`config.mk`:
```
export PLATFORM = sky130hd
export DESIGN_NAME = uart_tx_fifo_flat
export DESIGN_NICKNAME = d
export VERILOG_FILES = /design/src/rtl/uart_tx_fifo_if.sv /design/src/rtl/uart_tx_fifo.sv /design/src/flat_wrapper.sv
export SDC_FILE = /design/constraint.sdc
export NUM_CORES = 1
export LEC_CHECK = 0
export BUFFER_PORTS_ARGS = -buffer_cell sky130_fd_sc_hd__clkbuf_2
export CORE_ASPECT_RATIO = 0.9
export CORE_MARGIN = 3
export CORE_UTILIZATION = 50
export CTS_BUF_LIST = sky130_fd_sc_hd__clkbuf_8
export CTS_CLUSTER_DIAMETER = 30
export DETAILED_ROUTE_END_ITERATION = 12
export GPL_TIMING_DRIVEN = 0
export PLACE_DENSITY = 0.68
export SLEW_MARGIN = 20
export SYNTH_ARGS = -nofsm -noshare
export SYNTH_HDL_FRONTEND = slang
export SYNTH_SLANG_ARGS = --single-unit
```
`constraint.sdc`:
```
create_clock -name clk -period 6.5 [get_ports clk]
set_input_delay 0.65 -clock clk [delete_from_list [all_inputs] [get_ports clk]]
set_output_delay 0.65 -clock clk [all_outputs]
set_load 0.05 [all_outputs]
```
`src/rtl/uart_tx_fifo_if.sv`:
```
// Host-side and line-side signals of the FIFO-buffered UART transmitter.
// The host drives the write side through master; the transmitter implements slave.
interface uart_tx_fifo_if #(
    parameter int p_databits   = 8,
    parameter int p_fifo_depth = 4
);
    logic [p_databits-1:0]         din_i;
    logic                          wr_en_i;
    logic                          full_o;
    logic [$clog2(p_fifo_depth):0] level_o;
    logic                          tx_o;
    logic                          busy_o;
    logic                          tx_done_tick_o;

    modport master (
        output din_i, wr_en_i,
        input  full_o, level_o, tx_o, busy_o, tx_done_tick_o
    );

    modport slave (
        input  din_i, wr_en_i,
        output full_o, level_o, tx_o, busy_o, tx_done_tick_o
    );
endinterface

```
`src/rtl/uart_tx_fifo.sv`:
```
// UART transmitter fed by a circular transmit FIFO; frames are sent LSB-first
// and back-to-back while words are queued, with a registered serial output.
module uart_tx_fifo #(
    parameter int p_clkfreq    = 100_000_000,
    parameter int p_baudrate   = 10_000_000,
    parameter int p_databits   = 8,
    parameter int p_stopbit    = 2,
    parameter int p_parity     = 0,
    parameter int p_fifo_depth = 4
) (
    input logic           clk,
    input logic           rst_i,
    uart_tx_fifo_if.slave bus
);

    localparam int c_bittimerlim = p_clkfreq / p_baudrate;
    localparam int c_tw = $clog2(c_bittimerlim);
    localparam int c_cw = $clog2(p_databits + 1);
    localparam int c_pw = $clog2(p_fifo_depth);
    localparam int c_lw = c_pw + 1;

    localparam logic [c_tw-1:0] c_timer_last = c_tw'(c_bittimerlim - 1);
    localparam logic [c_cw-1:0] c_data_last  = c_cw'(p_databits - 1);
    localparam logic [c_cw-1:0] c_stop_last  = c_cw'(p_stopbit - 1);
    localparam logic [c_lw-1:0] c_depth      = c_lw'(p_fifo_depth);
    localparam logic            c_odd        = (p_parity == 2);

    typedef enum logic [2:0] {
        S_IDLE,
        S_START,
        S_DATA,
        S_PARITY,
        S_STOP
    } state_t;

    logic [p_databits-1:0] mem [p_fifo_depth];
    logic [c_pw-1:0]       rd_ptr, wr_ptr;
    logic [c_lw-1:0]       count;
    logic                  pop, push, empty;
    logic [p_databits-1:0] head;

    state_t                state, state_next;
    logic [c_tw-1:0]       bit_timer, timer_next;
    logic [c_cw-1:0]       bit_cnt, cnt_next;
    logic [p_databits-1:0] shreg, shreg_next;
    logic                  parity_bit, parity_next;
    logic                  tx, tx_next;
    logic                  done_tick;
    logic                  tick;

    assign empty       = (count == '0);
    assign head        = mem[rd_ptr];
    assign bus.full_o  = (count == c_depth);
    assign bus.level_o = count;
    // A pop in the same cycle frees the slot, so a full FIFO can still accept.
    assign push        = bus.wr_en_i && (!bus.full_o || pop);
    assign tick        = (bit_timer == c_timer_last);

    always_ff @(posedge clk) begin
        if (push) begin
            mem[wr_ptr] <= bus.din_i;
        end
    end

    always_ff @(posedge clk or posedge rst_i) begin
        if (rst_i) begin
            rd_ptr <= '0;
            wr_ptr <= '0;
            count  <= '0;
        end else begin
            if (push) wr_ptr <= wr_ptr + 1'b1;
            if (pop)  rd_ptr <= rd_ptr + 1'b1;
            case ({push, pop})
                2'b10:   count <= count + 1'b1;
                2'b01:   count <= count - 1'b1;
                default: count <= count;
            endcase
        end
    end

    always_ff @(posedge clk or posedge rst_i) begin
        if (rst_i) begin
            state      <= S_IDLE;
            bit_timer  <= '0;
            bit_cnt    <= '0;
            shreg      <= '0;
            parity_bit <= 1'b0;
            tx         <= 1'b1;
        end else begin
            state      <= state_next;
            bit_timer  <= timer_next;
            bit_cnt    <= cnt_next;
            shreg      <= shreg_next;
            parity_bit <= parity_next;
            tx         <= tx_next;
        end
    end

    always_comb begin
        state_next  = state;
        timer_next  = bit_timer;
        cnt_next    = bit_cnt;
        shreg_next  = shreg;
        parity_next = parity_bit;
        pop         = 1'b0;
        done_tick   = 1'b0;

        case (state)
            S_IDLE: begin
                timer_next = '0;
                cnt_next   = '0;
                if (!empty) begin
                    pop         = 1'b1;
                    shreg_next  = head;
                    parity_next = (^head) ^ c_odd;
                    state_next  = S_START;
                end
            end
            S_START: begin
                if (tick) begin
                    timer_next = '0;
                    state_next = S_DATA;
                end else begin
                    timer_next = bit_timer + 1'b1;
                end
            end
            S_DATA: begin
                if (tick) begin
                    timer_next = '0;
                    shreg_next = shreg >> 1;
                    if (bit_cnt == c_data_last) begin
                        cnt_next   = '0;
                        state_next = (p_parity != 0) ? S_PARITY : S_STOP;
                    end else begin
                        cnt_next = bit_cnt + 1'b1;
                    end
                end else begin
                    timer_next = bit_timer + 1'b1;
                end
            end
            S_PARITY: begin
                if (tick) begin
                    timer_next = '0;
                    state_next = S_STOP;
                end else begin
                    timer_next = bit_timer + 1'b1;
                end
            end
            S_STOP: begin
                if (tick && bit_cnt == c_stop_last) begin
                    // Chain straight into the next start bit to avoid an idle gap.
                    done_tick  = 1'b1;
                    timer_next = '0;
                    cnt_next   = '0;
                    if (!empty) begin
                        pop         = 1'b1;
                        shreg_next  = head;
                        parity_next = (^head) ^ c_odd;
                        state_next  = S_START;
                    end else begin
                        state_next = S_IDLE;
                    end
                end else if (tick) begin
                    timer_next = '0;
                    cnt_next   = bit_cnt + 1'b1;
                end else begin
                    timer_next = bit_timer + 1'b1;
                end
            end
            default: state_next = S_IDLE;
        endcase
    end

    // The line level is computed from the next state so tx is a clean flop output.
    always_comb begin
        tx_next = 1'b1;
        case (state_next)
            S_IDLE:   tx_next = 1'b1;
            S_START:  tx_next = 1'b0;
            S_DATA:   tx_next = shreg_next[0];
            S_PARITY: tx_next = parity_next;
            S_STOP:   tx_next = 1'b1;
            default:  tx_next = 1'b1;
        endcase
    end

    assign bus.tx_o           = tx;
    assign bus.busy_o         = (state != S_IDLE);
    assign bus.tx_done_tick_o = done_tick;

endmodule

```
`src/flat_wrapper.sv`:
```
// flat-port wrapper written by rule: the top's interface ports become plain ports
module uart_tx_fifo_flat 
#(
    parameter int p_clkfreq    = 100_000_000,
    parameter int p_baudrate   = 10_000_000,
    parameter int p_databits   = 8,
    parameter int p_stopbit    = 2,
    parameter int p_parity     = 0,
    parameter int p_fifo_depth = 4
)
  (clk, rst_i, bus_din_i, bus_wr_en_i, bus_full_o, bus_level_o, bus_tx_o, bus_busy_o, bus_tx_done_tick_o);
  uart_tx_fifo_if #(.p_databits(p_databits), .p_fifo_depth(p_fifo_depth)) bus_i ();
  input logic clk;
  input logic rst_i;
  input wire logic [$bits(bus_i.din_i)-1:0] bus_din_i;
  input wire logic [$bits(bus_i.wr_en_i)-1:0] bus_wr_en_i;
  output wire logic [$bits(bus_i.full_o)-1:0] bus_full_o;
  output wire logic [$bits(bus_i.level_o)-1:0] bus_level_o;
  output wire logic [$bits(bus_i.tx_o)-1:0] bus_tx_o;
  output wire logic [$bits(bus_i.busy_o)-1:0] bus_busy_o;
  output wire logic [$bits(bus_i.tx_done_tick_o)-1:0] bus_tx_done_tick_o;
  assign bus_i.din_i = bus_din_i;
  assign bus_i.wr_en_i = bus_wr_en_i;
  assign bus_full_o = bus_i.full_o;
  assign bus_level_o = bus_i.level_o;
  assign bus_tx_o = bus_i.tx_o;
  assign bus_busy_o = bus_i.busy_o;
  assign bus_tx_done_tick_o = bus_i.tx_done_tick_o;
  uart_tx_fifo #(.p_clkfreq(p_clkfreq), .p_baudrate(p_baudrate), .p_databits(p_databits), .p_stopbit(p_stopbit), .p_parity(p_parity), .p_fifo_depth(p_fifo_depth)) u_core (.clk(clk), .rst_i(rst_i), .bus(bus_i));
endmodule
```
## Word-level counts from Yosys, hierarchy flattened

Memory sizes are Yosys's and may differ from the RTL's.
Index checks and enable logic that the tools add are counted.

- Register bits: 28
- Bits in writable memories: 32
- Input bits: 11
- Output and inout bits: 7
- Word-level logic and storage cells: 79
- Memories kept: 1

- $add $sub $neg: 6
- Equality and inequality tests: 16
- Mux-type cells: 32
- Reductions and logical operators: 14

Memories:

| name | words | width | read ports | clocked after memory_dff | write ports | line | RTL |
|---|---|---|---|---|---|---|---|
| u_core.mem | 4 | 8 | 1 | 0 | 1 | uart_tx_fifo.sv:36 | `logic [p_databits-1:0] mem [p_fifo_depth];` |

Operator list:

| operator | count |
|---|---|
| two-way mux 4 bit | 6 |
| two-way mux 8 bit | 3 |
| case mux 4 bit (3 select lines) | 2 |
| case mux 8 bit (3 select lines) | 1 |
| two-way mux 3 bit | 6 |
| case mux 3 bit (5 select lines) | 1 |
| equality test 3 x 2 -> 1 bit (second input constant) | 4 |
| two-way mux 1 bit | 9 |
| nonzero test 3 bit | 3 |
| adder 4 x 1 -> 4 bit (second input constant) | 2 |
| parity 8 bit | 1 |
| equality test 3 x 1 -> 1 bit (second input constant) | 2 |
| equality test 3 bit (second input constant) | 2 |
| logical NOT 3 bit | 2 |
| case mux 3 bit (2 select lines) | 1 |
| AND reduction 3 bit | 2 |
| adder 2 x 1 -> 2 bit (second input constant) | 2 |
| equality test 4 x 1 -> 1 bit (second input constant) | 1 |
| equality test 4 x 3 -> 1 bit (second input constant) | 1 |
| equality test 4 bit (second input constant) | 1 |
| inequality test 2 x 1 -> 1 bit (second input constant) | 2 |
| case mux 1 bit (2 select lines) | 2 |
| adder 3 x 1 -> 3 bit (second input constant) | 1 |
| inequality test 3 x 1 -> 1 bit (second input constant) | 1 |
| other kinds (9) | 10 |

## Longest topological paths before layout

- Depth after elaboration: 8
- Gate-level depth with buffers: 11
- Depth with buffers taken out: 11

## Worst setup path after synthesis

No wires, ideal clock.

- Path kind: register -> output
- From: register u_core.bit_cnt[1]
- To: output port bus_tx_done_tick_o
- Data arrival time: 2031 ps
- Required time: 5850 ps
- Path slack: 3819 ps
- Stages on the path, launching flop included: 5
- Buffers on the path: 0
- Cells stage by stage: dfrtp_1 -> inv_1 -> ha_1 -> or3b_4 -> nor3_1

- Longest elaborated chain between the ends: 4

RTL lines:

| item | line | RTL |
|---|---|---|
| from (decl) | uart_tx_fifo.sv:44 | `logic [c_cw-1:0] bit_cnt, cnt_next;` |
| from (signal assigned) | uart_tx_fifo.sv:92 | `bit_cnt <= cnt_next;` |
| equality test 4 x 1 -> 1 bit | uart_tx_fifo.sv:150 | `if (tick && bit_cnt == c_stop_last) begin` |
| logical AND 1 bit | uart_tx_fifo.sv:150 |  |
| two-way mux 1 bit | uart_tx_fifo.sv:150 |  |
| two-way mux 1 bit | uart_tx_fifo.sv:108 | `case (state)` |
| to (decl) | flat_wrapper.sv:21 | `output wire logic [$bits(bus_i.tx_done_tick_o)-1:0] bus_tx_done_tick_o;` |

Every way passes these cells.

## Worst setup path in the final report

- From: register u_core.bit_cnt[1]
- To: register u_core.count[2] (netlist: u_core.bus.level_o[2])

- Longest elaborated chain between the ends: 8
- Elaborated cells on any way between the ends: 10
- Classes of those cells: 3 x eq/ne; 3 x mux; 4 x reduce/logical

RTL lines:

| item | line | RTL |
|---|---|---|
| equality test 4 x 1 -> 1 bit (*) | uart_tx_fifo.sv:150 |  |
| logical AND 1 bit (*) | uart_tx_fifo.sv:150 |  |
| two-way mux 1 bit (*) | uart_tx_fifo.sv:150 |  |
| case mux 1 bit (2 select lines) (*) | uart_tx_fifo.sv:108 |  |
| logical OR 1 bit | uart_tx_fifo.sv:56 | `assign push = bus.wr_en_i && (!bus.full_o \|\| pop);` |
| logical AND 1 bit | uart_tx_fifo.sv:56 |  |
| equality test 2 x 1 -> 1 bit / equality test 2 bit (equally long branches) | uart_tx_fifo.sv:73 | `case ({push, pop})` |
| case mux 3 bit (2 select lines) / nonzero test 2 bit (equally long branches) | - |  |
| to (signal assigned) | uart_tx_fifo.sv:74 | `2'b10: count <= count + 1'b1;` |
| to (signal assigned) | uart_tx_fifo.sv:75 | `2'b01: count <= count - 1'b1;` |
| to (signal assigned) | uart_tx_fifo.sv:76 | `default: count <= count;` |
| to (decl) | uart_tx_fifo.sv:38 | `logic [c_lw-1:0] count;` |

Mark *: on every way between the ends. The rest lies on a longest branch, timed or not.
A chain may end at the register's enable or synchronous reset.

==> out/results.txt <==
final hold vios -> 0
grt ovf -> 0
DRT antenna net count -> 0
Int Power -> 1.00 mW
switching share of power -> 36.8%
VDD IR max -> 0.000342 V
Synth cell types -> 44
drt wl/cell -> 15.4 um
Syn-to-layout area delta -> 13.2%
first-pass GRT wire length -> 8.15 mm
sw power -> 0.583 mW
Die Y -> 76.2 um
DR iter-0 viols -> 125
Final nets -> 252
ant diodes -> 0
WL final -> 4.68 mm
All-Layer GR Usage -> 16.2%
Max Cap Viol -> 0
Critical Path AT -> 3.22 ns
full die area -> 6410 um2
Detailed Place HPWL -> 3.26 mm
status -> complete, no violations
mapped cell area -> 2740 um2
setup slack after layout -> 3.54 ns
Worst Max-Slew Pin Slew -> 0.916 ns
Num CTS Buffers -> 9
layout cells sized above 1 -> 20.9%
most common library cell in the layout ignoring fill and taps -> edfxtp_1
Resized cells post-CTS -> 0
syn_nets -> 224
number of vias per cell -> 5.54
fin crit period -> 2.96 ns
slew margin rel. -> 38.5%
CTS tree -> built
Die Span X -> 84.0 um
most used flip-flop cell after synthesis -> edfxtp_1
DRT Pass-1 Iters -> 4
EDFF count, synth -> 32
Synth Instances -> 206
class of the worst hold path -> input port to asynchronous set/reset pin
CTS max path bufs -> 2
# rows -> 24
total negative slack -> 0 ns
Placer Congestion -> 0.770
PD cells -> 511 nW/um2
RSZ-0062 raised after global routing -> false
vias in the first global route -> 1678
post-CTS setup buffer count -> 0
CP startpoint -> u_core.bit_cnt[1]
Critical Path RT -> 6.76 ns
Static Leak -> 1.23 nW
Final Max Tran Viols -> 0
core area -> 5070 um2
crit end category -> register
Critical R2R Launch -> u_core.bit_cnt[1]
Initial Utilization -> 54.0%
I/O Buffers -> 17
Clock power frac -> 20.3%
CTS clock-pin slew for the worst setup and hold paths -> 0.07 ns
Final Cycle Share -> 45.6%
Worst Setup Path Type -> register to register
DR vias -> 1684
final setup vio count -> 0
fill count -> 408
ys async rst share -> 46.7%
Total Power -> 1.58 mW
Warnings, synthesis -> 0
DP Worst Slack -> 3.57 ns
Avg Inst Size Synth -> 13.3 um2
initial antenna violation count -> 0
sequential area share after synthesis -> 60.7%
Logic pwr share -> 42.2%
Worst Path Max Fanout -> 7
fmax -> 338 MHz
CTS Root Cell -> clkbuf_8
count of state elements after synthesis -> 60
Clock Sink Count -> 60
largest net degree at the start of global routing -> 29
Worst setup SP type -> register
IO Count -> 18
Min Hold Slack -> 0.365 ns
Reg power frac -> 37.5%
hold_buf cts -> 0
Clock Latency Late Sink -> 0.33 ns
most frequent cells in the layout -> 32 x edfxtp_1, 27 x dfrtp_1, 17 x clkbuf_2, 12 x xnor2_1
Layout Skew -> 0.00495 ns
DRC violations left -> 0
htree depth -> 3
-- flip-flops by register name (all words and copies together) (netlist names) --
register	count
u_core.bus.tx_o	1
u_core.bit_timer	4
u_core.wr_ptr	2
u_core.state	3
u_core.parity_bit	1
u_core.mem	32
u_core.bus.level_o	3
u_core.bit_cnt	4
u_core.shreg	8
u_core.rd_ptr	2
-- critical path, cell delays in order, from the launching register on --
cell and delay [ns]:
dfrtp_1 0.41, inv_1 0.07, ha_1 0.12, or3b_4 0.40, o21ai_1 0.39, nand3_1 0.31
or2_2 0.37, fa_1 0.37, inv_1 0.08, nor3_1 0.05, a31oi_1 0.19, xnor2_1 0.13
-- through the flow --
step,cells,cell area (um2),utilization (%)
2_1_floorplan,206,2740,-
3_3_place_gp,288,2910,57.3
3_5_place_dp,288,2910,57.3
4_1_cts,304,3100,61.1
5_1_grt,304,3100,61.1
6_report,304,3100,61.1
-- per-layer routing --
| metal | global-route usage [%] | share of wire [%] | vias up |
|---|---|---|---|
| li1 | - | - | 824 |
| met2 | 23.8 | 44 | 36 |
| met3 | 5.62 | 4.6 | 11 |
| met4 | 5.79 | 1.6 | 0 |
| met5 | 0 | 0 | - |
| met1 | 22.5 | 49 | 813 |
-- Yosys cell counts (6+ instances only) --
cell       n  area [um2]
mux4_2     8         180
nor2_1     8        30.0
edfxtp_1  32         961
a221o_1    7        70.1
a21oi_1    7        35.0
nand2_1   11        41.3
dfrtp_1   27         676
nor3_1     6        30.0
inv_1     10        37.5
ha_1       6        75.1
nor2b_1    9        56.3
xnor2_1   12         105
o21ai_0   10        50.1
-- final timing paths --
check | end | slack [ns] | cells after the start
setup / recovery | u_core.bus.level_o[2] | 3.54 | 11
hold / removal | u_core.shreg[1] | 0.37 | 2
setup reg to reg | u_core.bus.level_o[2] | 3.54 | 11
hold reg to reg | u_core.parity_bit | 0.48 | 2
max in group asynchronous | u_core.bit_timer[3] | 5.73 | 2
min in group clk | u_core.parity_bit | 0.48 | 2
-- power groups by stage --
stage	combinational (mW)	clock [mW]	sequential [mW]
after floorplan	0.511	0	0.625
after global placement	0.665	0	0.596
after detailed placement	0.673	0	0.600
after CTS	0.675	0.328	0.594
after global routing	0.749	0.343	0.609
final	0.669	0.321	0.594
-- logic make-up (layout without fill, tap and decap cells) --
logic type	after synthesis	after routing	share of synthesized area (%)
mux	9	9	6.94
compound gates	41	41	10.5
buf+inv	17	50	2.42
xor+xnor	12	12	3.84
simple gates	60	60	12.1
flops	60	60	60.7
fa+ha+maj	7	7	3.47
-- cell type report --
type,count,area (um2),share of cell area (%)
plain buffers,7,28.8,0.928
multi-input cells,129,1010,32.6
flip-flops and latches,60,1660,53.6
well taps,65,81.3,2.62
inverters,10,37.5,1.21
clock buffers,10,138,4.44
repair buffers,17,85.1,2.74
clock inverters,6,56.3,1.82
No activity file was read; power rests on OpenSTA's default activity.
